File: src/rtl/sr599_drv_if.sv
// Host handshake and downstream sn74ls599 pin bundle for sr599_drv.
interface sr599_drv_if #(
    parameter int WIDTH = 8
);
    logic [WIDTH-1:0] din;
    logic             load;
    logic             clr;
    logic             ready;
    logic             done;
    logic             ser;
    logic             sck;
    logic             rck;
    logic             sclr;
    logic             rclr;

    modport master (
        output din, load, clr,
        input  ready, done, ser, sck, rck, sclr, rclr
    );

    modport slave (
        input  din, load, clr,
        output ready, done, ser, sck, rck, sclr, rclr
    );
endinterface

File: src/rtl/sr599_drv.sv
// Parallel-to-serial driver for cascaded sn74ls599 shift/output registers.
// Shifts a word out MSB first on ser/sck, then pulses rck once.
module sr599_drv #(
    parameter int WIDTH = 8,
    parameter int HALF  = 1
) (
    input  logic       clk,
    input  logic       rst,
    sr599_drv_if.slave bus
);
    localparam int CW = $clog2(HALF + 1);
    localparam int NW = $clog2(WIDTH + 1);

    localparam logic [CW-1:0] C_RLD  = CW'(HALF - 1);
    localparam logic [CW-1:0] C_ONE  = CW'(1);
    localparam logic [NW-1:0] N_FULL = NW'(WIDTH);
    localparam logic [NW-1:0] N_ONE  = NW'(1);

    typedef enum logic [2:0] {
        S_IDLE,
        S_SLO,
        S_SHI,
        S_LLO,
        S_LHI,
        S_CLEAR
    } state_t;

    state_t           r_state;
    state_t           w_state;
    logic [CW-1:0]    r_cnt;
    logic [CW-1:0]    w_cnt;
    logic [NW-1:0]    r_n;
    logic [NW-1:0]    w_n;
    logic [WIDTH-1:0] r_sh;
    logic [WIDTH-1:0] w_sh;
    logic             w_tick;

    logic r_ready, r_done, r_ser, r_sck, r_rck, r_sclr, r_rclr;
    logic w_ready, w_done, w_ser, w_sck, w_rck, w_sclr, w_rclr;

    assign w_tick = (r_cnt == '0);

    always_ff @(posedge clk or posedge rst) begin
        if (rst) begin
            r_state <= S_IDLE;
            r_cnt   <= '0;
            r_n     <= '0;
            r_sh    <= '0;
            r_ready <= 1'b1;
            r_done  <= 1'b0;
            r_ser   <= 1'b0;
            r_sck   <= 1'b0;
            r_rck   <= 1'b0;
            r_sclr  <= 1'b1;
            r_rclr  <= 1'b1;
        end else begin
            r_state <= w_state;
            r_cnt   <= w_cnt;
            r_n     <= w_n;
            r_sh    <= w_sh;
            r_ready <= w_ready;
            r_done  <= w_done;
            r_ser   <= w_ser;
            r_sck   <= w_sck;
            r_rck   <= w_rck;
            r_sclr  <= w_sclr;
            r_rclr  <= w_rclr;
        end
    end

    // CLEAR reuses the bit counter to run its half-period timer twice
    always_comb begin
        w_state = r_state;
        w_cnt   = r_cnt - C_ONE;
        w_n     = r_n;
        w_sh    = r_sh;
        unique case (r_state)
            S_IDLE: begin
                w_cnt = '0;
                if (bus.clr) begin
                    w_state = S_CLEAR;
                    w_cnt   = C_RLD;
                    w_n     = N_ONE;
                end else if (bus.load) begin
                    w_state = S_SLO;
                    w_cnt   = C_RLD;
                    w_n     = N_FULL;
                    w_sh    = bus.din;
                end
            end
            S_SLO: begin
                if (w_tick) begin
                    w_state = S_SHI;
                    w_cnt   = C_RLD;
                end
            end
            S_SHI: begin
                if (w_tick) begin
                    w_cnt   = C_RLD;
                    w_sh    = r_sh << 1;
                    w_n     = r_n - N_ONE;
                    w_state = (r_n == N_ONE) ? S_LLO : S_SLO;
                end
            end
            S_LLO: begin
                if (w_tick) begin
                    w_state = S_LHI;
                    w_cnt   = C_RLD;
                end
            end
            S_LHI: begin
                if (w_tick) begin
                    w_state = S_IDLE;
                    w_cnt   = '0;
                end
            end
            S_CLEAR: begin
                if (w_tick) begin
                    if (r_n == '0) begin
                        w_state = S_IDLE;
                        w_cnt   = '0;
                    end else begin
                        w_n   = r_n - N_ONE;
                        w_cnt = C_RLD;
                    end
                end
            end
            default: begin
                w_state = S_IDLE;
                w_cnt   = '0;
            end
        endcase
    end

    // Outputs are decoded from the next state so the pins change with it
    always_comb begin
        w_ready = (w_state == S_IDLE);
        w_done  = (r_state == S_LHI) && (w_state == S_IDLE);
        w_ser   = 1'b0;
        w_sck   = (w_state == S_SHI);
        w_rck   = (w_state == S_LHI);
        w_sclr  = (w_state != S_CLEAR);
        w_rclr  = (w_state != S_CLEAR);
        if ((w_state == S_SLO) || (w_state == S_SHI)) begin
            w_ser = w_sh[WIDTH-1];
        end
    end

    assign bus.ready = r_ready;
    assign bus.done  = r_done;
    assign bus.ser   = r_ser;
    assign bus.sck   = r_sck;
    assign bus.rck   = r_rck;
    assign bus.sclr  = r_sclr;
    assign bus.rclr  = r_rclr;
endmodule

File: src/flat_wrapper.sv
// flat-port wrapper written by rule: the top's interface ports become plain ports
module sr599_drv_flat 
#(
    parameter int WIDTH = 8,
    parameter int HALF  = 1
)
  (clk, rst, bus_din, bus_load, bus_clr, bus_ready, bus_done, bus_ser, bus_sck, bus_rck, bus_sclr, bus_rclr);
  sr599_drv_if #(.WIDTH(WIDTH)) bus_i ();
  input  logic clk;
  input  logic rst;
  input wire logic [$bits(bus_i.din)-1:0] bus_din;
  input wire logic [$bits(bus_i.load)-1:0] bus_load;
  input wire logic [$bits(bus_i.clr)-1:0] bus_clr;
  output wire logic [$bits(bus_i.ready)-1:0] bus_ready;
  output wire logic [$bits(bus_i.done)-1:0] bus_done;
  output wire logic [$bits(bus_i.ser)-1:0] bus_ser;
  output wire logic [$bits(bus_i.sck)-1:0] bus_sck;
  output wire logic [$bits(bus_i.rck)-1:0] bus_rck;
  output wire logic [$bits(bus_i.sclr)-1:0] bus_sclr;
  output wire logic [$bits(bus_i.rclr)-1:0] bus_rclr;
  assign bus_i.din = bus_din;
  assign bus_i.load = bus_load;
  assign bus_i.clr = bus_clr;
  assign bus_ready = bus_i.ready;
  assign bus_done = bus_i.done;
  assign bus_ser = bus_i.ser;
  assign bus_sck = bus_i.sck;
  assign bus_rck = bus_i.rck;
  assign bus_sclr = bus_i.sclr;
  assign bus_rclr = bus_i.rclr;
  sr599_drv #(.WIDTH(WIDTH), .HALF(HALF)) u_core (.clk(clk), .rst(rst), .bus(bus_i));
endmodule
File: config.mk
export PLATFORM = sky130hd
export DESIGN_NAME = sr599_drv_flat
export DESIGN_NICKNAME = d
export VERILOG_FILES = /design/src/rtl/sr599_drv_if.sv /design/src/rtl/sr599_drv.sv /design/src/flat_wrapper.sv
export SDC_FILE = /design/constraint.sdc
export NUM_CORES = 1
export LEC_CHECK = 0
export CAP_MARGIN = 10
export CELL_PAD_IN_SITES_DETAIL_PLACEMENT = 0
export CELL_PAD_IN_SITES_GLOBAL_PLACEMENT = 1
export CORE_ASPECT_RATIO = 1.5
export CORE_MARGIN = 2
export CORE_UTILIZATION = 30
export DETAILED_ROUTE_END_ITERATION = 10
export PLACE_DENSITY_LB_ADDON = 0.1
export SETUP_SLACK_MARGIN = 0.3
export SYNTH_ARGS = -nofsm -noshare
export SYNTH_HDL_FRONTEND = slang
export SYNTH_SLANG_ARGS = --single-unit
File: constraint.sdc
create_clock -name clk -period 2.1 [get_ports clk]
set_input_delay 0.315 -clock clk [delete_from_list [all_inputs] [get_ports clk]]
set_output_delay 0.315 -clock clk [all_outputs]
set_load 0.1 [all_outputs]
[Word level (Yosys, flattened, before mapping)]
Index checks and enable logic that the tools add are counted.
Widths: inputs -> output; s select.
Word-level totals
  memories kept: 0
  logic and storage cells: 62
  flip-flop bits (word level): 22
  bits of input ports: 12
  bits in read-only memories: 0
  bits in latches: 0
  RAM bits: 0
Operators by class
  multipliers: 0
  reduce and logical (&&, ||, !) cells: 10
  $add $sub $neg: 2
  divide/modulo/power cells: 0
  equal/unequal tests: 16
  muxes and demuxes: 23
  order comparisons: 0
  bitwise logic cells: 0
  shifts and indexed selects: 0
Operator list (number)
  $mux 3: 8
  $mux 8: 3
  $mux 4: 5
  $pmux 3 s6: 1
  $pmux 8 s2: 1
  $pmux 4 s3: 1
  $ne 2x2->1 const B: 5
  $eq 3x2->1 const B: 3
  $eq 3x3->1 const B: 3
  $eq 3x1->1 const B: 2
  $logic_not 3->1: 2
  $ne 3x3->1 const B: 2
  $reduce_and 5->1: 1
  $reduce_or 5->1: 1
  $eq 4x1->1 const B: 1
  $logic_not 4->1: 1
  $reduce_and 4->1: 1
  $sub 4x1->4 const B: 1
  $mux 1: 3
  $reduce_bool 3->1: 1
  $mux 2: 1
  $reduce_bool 2->1: 1
  $logic_and 1x1->1: 1
  $logic_or 1x1->1: 1
  $sub 1x1->1 const B: 1

[Depth between registers and ports, before layout]
  depth in word-level cells: 7
  depth in mapped cells: 6

[Least setup slack after synthesis]
No wires, ideal clock.
  path kind: reg2out
  start point: reg u_core.r_sclr, in the netlist u_core.bus.sclr
  end point: out bus_sclr
  buffers on the path: 1
  required time: 1785 ps
  arrival time: 1217 ps
  slack: 568 ps
  cell stages (with the launch flop): 2
  path through: dfstp_2 -> buf_4
RTL lines
  start: declaration: RTL line sr599_drv.sv:38  | logic r_ready, r_done, r_ser, r_sck, r_rck, r_sclr, r_rclr;
  start signal: assignment: RTL line sr599_drv.sv:66  | r_sclr <= w_sclr;
  end: declaration: RTL line flat_wrapper.sv:19  | output wire logic [$bits(bus_i.sclr)-1:0] bus_sclr;
No word-level cell between the ends.

[Worst setup path in the final report]
  start point: reg u_core.r_state[1]
  end point: reg u_core.r_n[3]
Between the ends
  cells in the longest elaborated chain, start to end: 3
RTL lines
  start: declaration: RTL line sr599_drv.sv:28  | state_t r_state;
  start signal: assignment: RTL line sr599_drv.sv:57  | r_state <= w_state;
  $eq 3x3->1, or another cell as far along: RTL line sr599_drv.sv:77  | unique case (r_state)
  $ne 2x2->1 (no line), or another cell as far along
  $reduce_and 5->1 (no line)
  end signal: assignment: RTL line sr599_drv.sv:59  | r_n <= w_n;
  end: declaration: RTL line sr599_drv.sv:32  | logic [NW-1:0] r_n;
Parallel ways exist; a longest one is shown, timed or not.
A chain may end at the register's enable or synchronous reset.

==> flow_summary.ini <==
[placed_design]
portBuffers = 18
gp_congestion = 0.6996
hpwlAfterDp_mm = 1.660

[global_routing]
grtUsageTotal_pct = 12.82
grt_pass1_vias = 850
grt_pass1_wl_mm = 3.912
gr-total-overflow = 0
grt_antenna_before_repair = 0
grt_max_degree = 22

[power]
power_mw = 2.255
intPower_mw = 1.151
clockPowerShare_pct = 11.8
ir_worst_vdd_v = 0.0008370
pwr-share-comb_pct = 54.0
p_sw_mw = 1.104
p_leak_nw = 0.6059
power.density_mw_per_mm2 = 1692
pwr-share-seq_pct = 34.2
switching_share_pct = 48.97

[timing]
tightest_slew_ps = 448.5
fin_crit_ps = 1637
max_slew_margin_pct = 70.10
max_freq_mhz = 610.8
post-route-period-util_pct = 77.97
setup-violations-final = 0
tns_ps = 0
grt_setup_unrepaired = false
finalHoldViolCount = 0
finalMaxSlewViolations = 0
finClkSkew_ps = 3.049

[yosys]
synth_area_per_cell_um2 = 10.45
synthArstFlopShare_pct = 100.0
ys_ff_latch = 21
syn_nets = 117
yosysUniqueCellTypes = 39
ys_top_cells_by_area = dfrtp_1 (44%), nand2_1 (6.3%), dfstp_2 (4.9%), a22oi_1 (4.2%), o32ai_4 (2.6%)
synth-edff-count = 0
synth_area_mm2 = 0.001076
ys_seq_area_share_pct = 49.07
synth_warnings = 0
synth_top_cells_by_count = dfrtp_1 (19), nand2_1 (18), a22oi_1 (6), nor2_1 (6), o21ai_0 (4)
synth_top_cell_by_area = dfrtp_1
synth_most_common_cell = dfrtp_1
yosys.area.top_type_share_pct = 44.19
synth-main-ff-cell = dfrtp_1
postSynthCellCount = 103

[final_layout]
syn2layout_area_growth_pct = 23.84
antenna_cells = 0
final_layout_size_suffix_gt1_share_pct = 24.19
nets = 139
postLayoutCoreUtil_pct = 39.01

[floorplanning]
fp.dieH_um = 77.35
placementRows = 26
die-area_mm2 = 0.004092
die_w_um = 52.90
start_util_pct = 31.50
coreArea_mm2 = 0.003416
io_pins = 19

[clock_tree]
post-cts-setup-buffer-count = 0
ctsResizeCount = 0
clock_path_buffers = 2
path_clk_slew_ps = 80
holdBufCountCts = 0
htreeDepth = 1
cts_tree = done
cts_root_buffer = clkbuf_8
cts.sinks = 21
clk_latency_ps = 260
cts_made_buffers = 3

[routing]
drt-wirelength-per-cell_um = 13.48
final_antenna_net_count = 0
firstDrtPassIters = 3
vias = 810
viasPerCell = 4.880
first_iter_violations = 20
route.detailed.drc = 0
finalWirelength_mm = 2.237

[run_status]
status = complete, no violations

[setup_path]
cp_data_arrival_time_ps = 1790
crit_fanout = 17
start_kind = flip-flop
cp-end-kind = flip-flop
critPathKind = flip-flop to flip-flop
worst_ep_required_time_ps = 2250

[run]
cap_violations = 0

[min_path]
min_path_type = input port to async pin
[cell families (layout without fill, tap and decap cells)]
kind of cell             count (synthesis)  after routing  share of synthesized area, %
AND/OR/NAND/NOR                         46             46                         23.72
AO/OA/AOI/OAI                           23             23                         18.02
flip-flops                              21             21                         49.07
buffers and inverters                    9             30                         4.999
adder cells (fa/ha/maj)                  2              2                         2.325
multiplexers                             2              2                         1.861
[cell type report]
cell class	instances	area, um^2
Fill cell	347	2083
Sequential cell	21	528.0
Multi-Input combinational cell	73	494.2
Timing Repair Buffer	23	200.2
Tap cell	42	52.55
Clock buffer	3	41.29
Inverter	3	11.26
Clock inverter	1	5.005
[cell usage in the layout, fill, tap and decap left out, drive strengths merged, types with 2 or more instances in the layout]
cell,netlist,routed
nor2,7,7
dfrtp,19,19
inv,3,3
mux2i,2,2
buf,5,12
nor3b,4,4
nand2,19,19
ha,2,2
nor3,3,3
and2,2,2
clkbuf,1,3
nand3b,2,2
a22oi,7,7
clkdlybuf4s50,0,11
o21ai,5,5
dfstp,2,2
o21bai,2,2
a21boi,2,2
nand2b,3,3
nor2b,3,3
[flip-flops by register name, indices dropped and copies added (netlist names)]
name / count
u_core.bus.done: 1
u_core.bus.rck: 1
u_core.bus.ready: 1
u_core.bus.sck: 1
u_core.bus.sclr: 1
u_core.bus.ser: 1
u_core.r_n: 4
u_core.r_sh: 8
u_core.r_state: 3
[worst max-delay path, stage by stage, from the launching register on]
cell and delay [ps]:
dfrtp_1 620, nand3b_2 260, a21boi_2 280, mux2i_1 120
a22o_1 240
[per-layer routing]
layer | part of all wire (%) | GRT usage [%] | up-vias
li1 | - | - | 400
met1 | 42 | 15.38 | 388
met2 | 51 | 20.88 | 17
met3 | 5.0 | 2.692 | 5
met4 | 2.1 | 6.667 | 0
met5 | 0 | 0 | -
[power groups by stage]
stage	Clock [mW]	Combinational, mW	Sequential, mW
5_1_grt	0.294	1.32	0.804
4_1_cts	0.281	1.24	0.773
6_report	0.266	1.22	0.772
3_5_place_dp	0	1.23	0.780
2_1_floorplan	0	0.694	1.06
3_3_place_gp	0	1.22	0.779
[worst paths after layout]
check | from | end | slack (ps) | depth (start not counted)
min in group clk | u_core.r_sh[0] | u_core.r_sh[1] | 470 | 2
min reg2reg | u_core.r_sh[0] | u_core.r_sh[1] | 470 | 2
max reg2reg | u_core.r_state[1] | u_core.r_n[3] | 460 | 4
max | u_core.r_state[1] | u_core.r_n[3] | 460 | 4
max in group asynchronous | rst | u_core.bus.sclr | 1440 | 3
min | rst | u_core.r_state[0] | 390 | 3
[stage by stage]
stage / hold slack, ps / setup WS [ps] / cell area (um^2) / instances
4_1_cts: 399.3 / 452.4 / 1333 / 166
5_1_grt: 441.1 / 341.8 / 1333 / 166
3_3_place_gp: 453.6 / 260.6 / 1286 / 162
2_1_floorplan: 290.0 / 568.4 / 1076 / 103
3_5_place_dp: 460.2 / 232.9 / 1286 / 162
6_report: 390.5 / 462.7 / 1333 / 166
No activity file was read; power rests on OpenSTA's default activity.
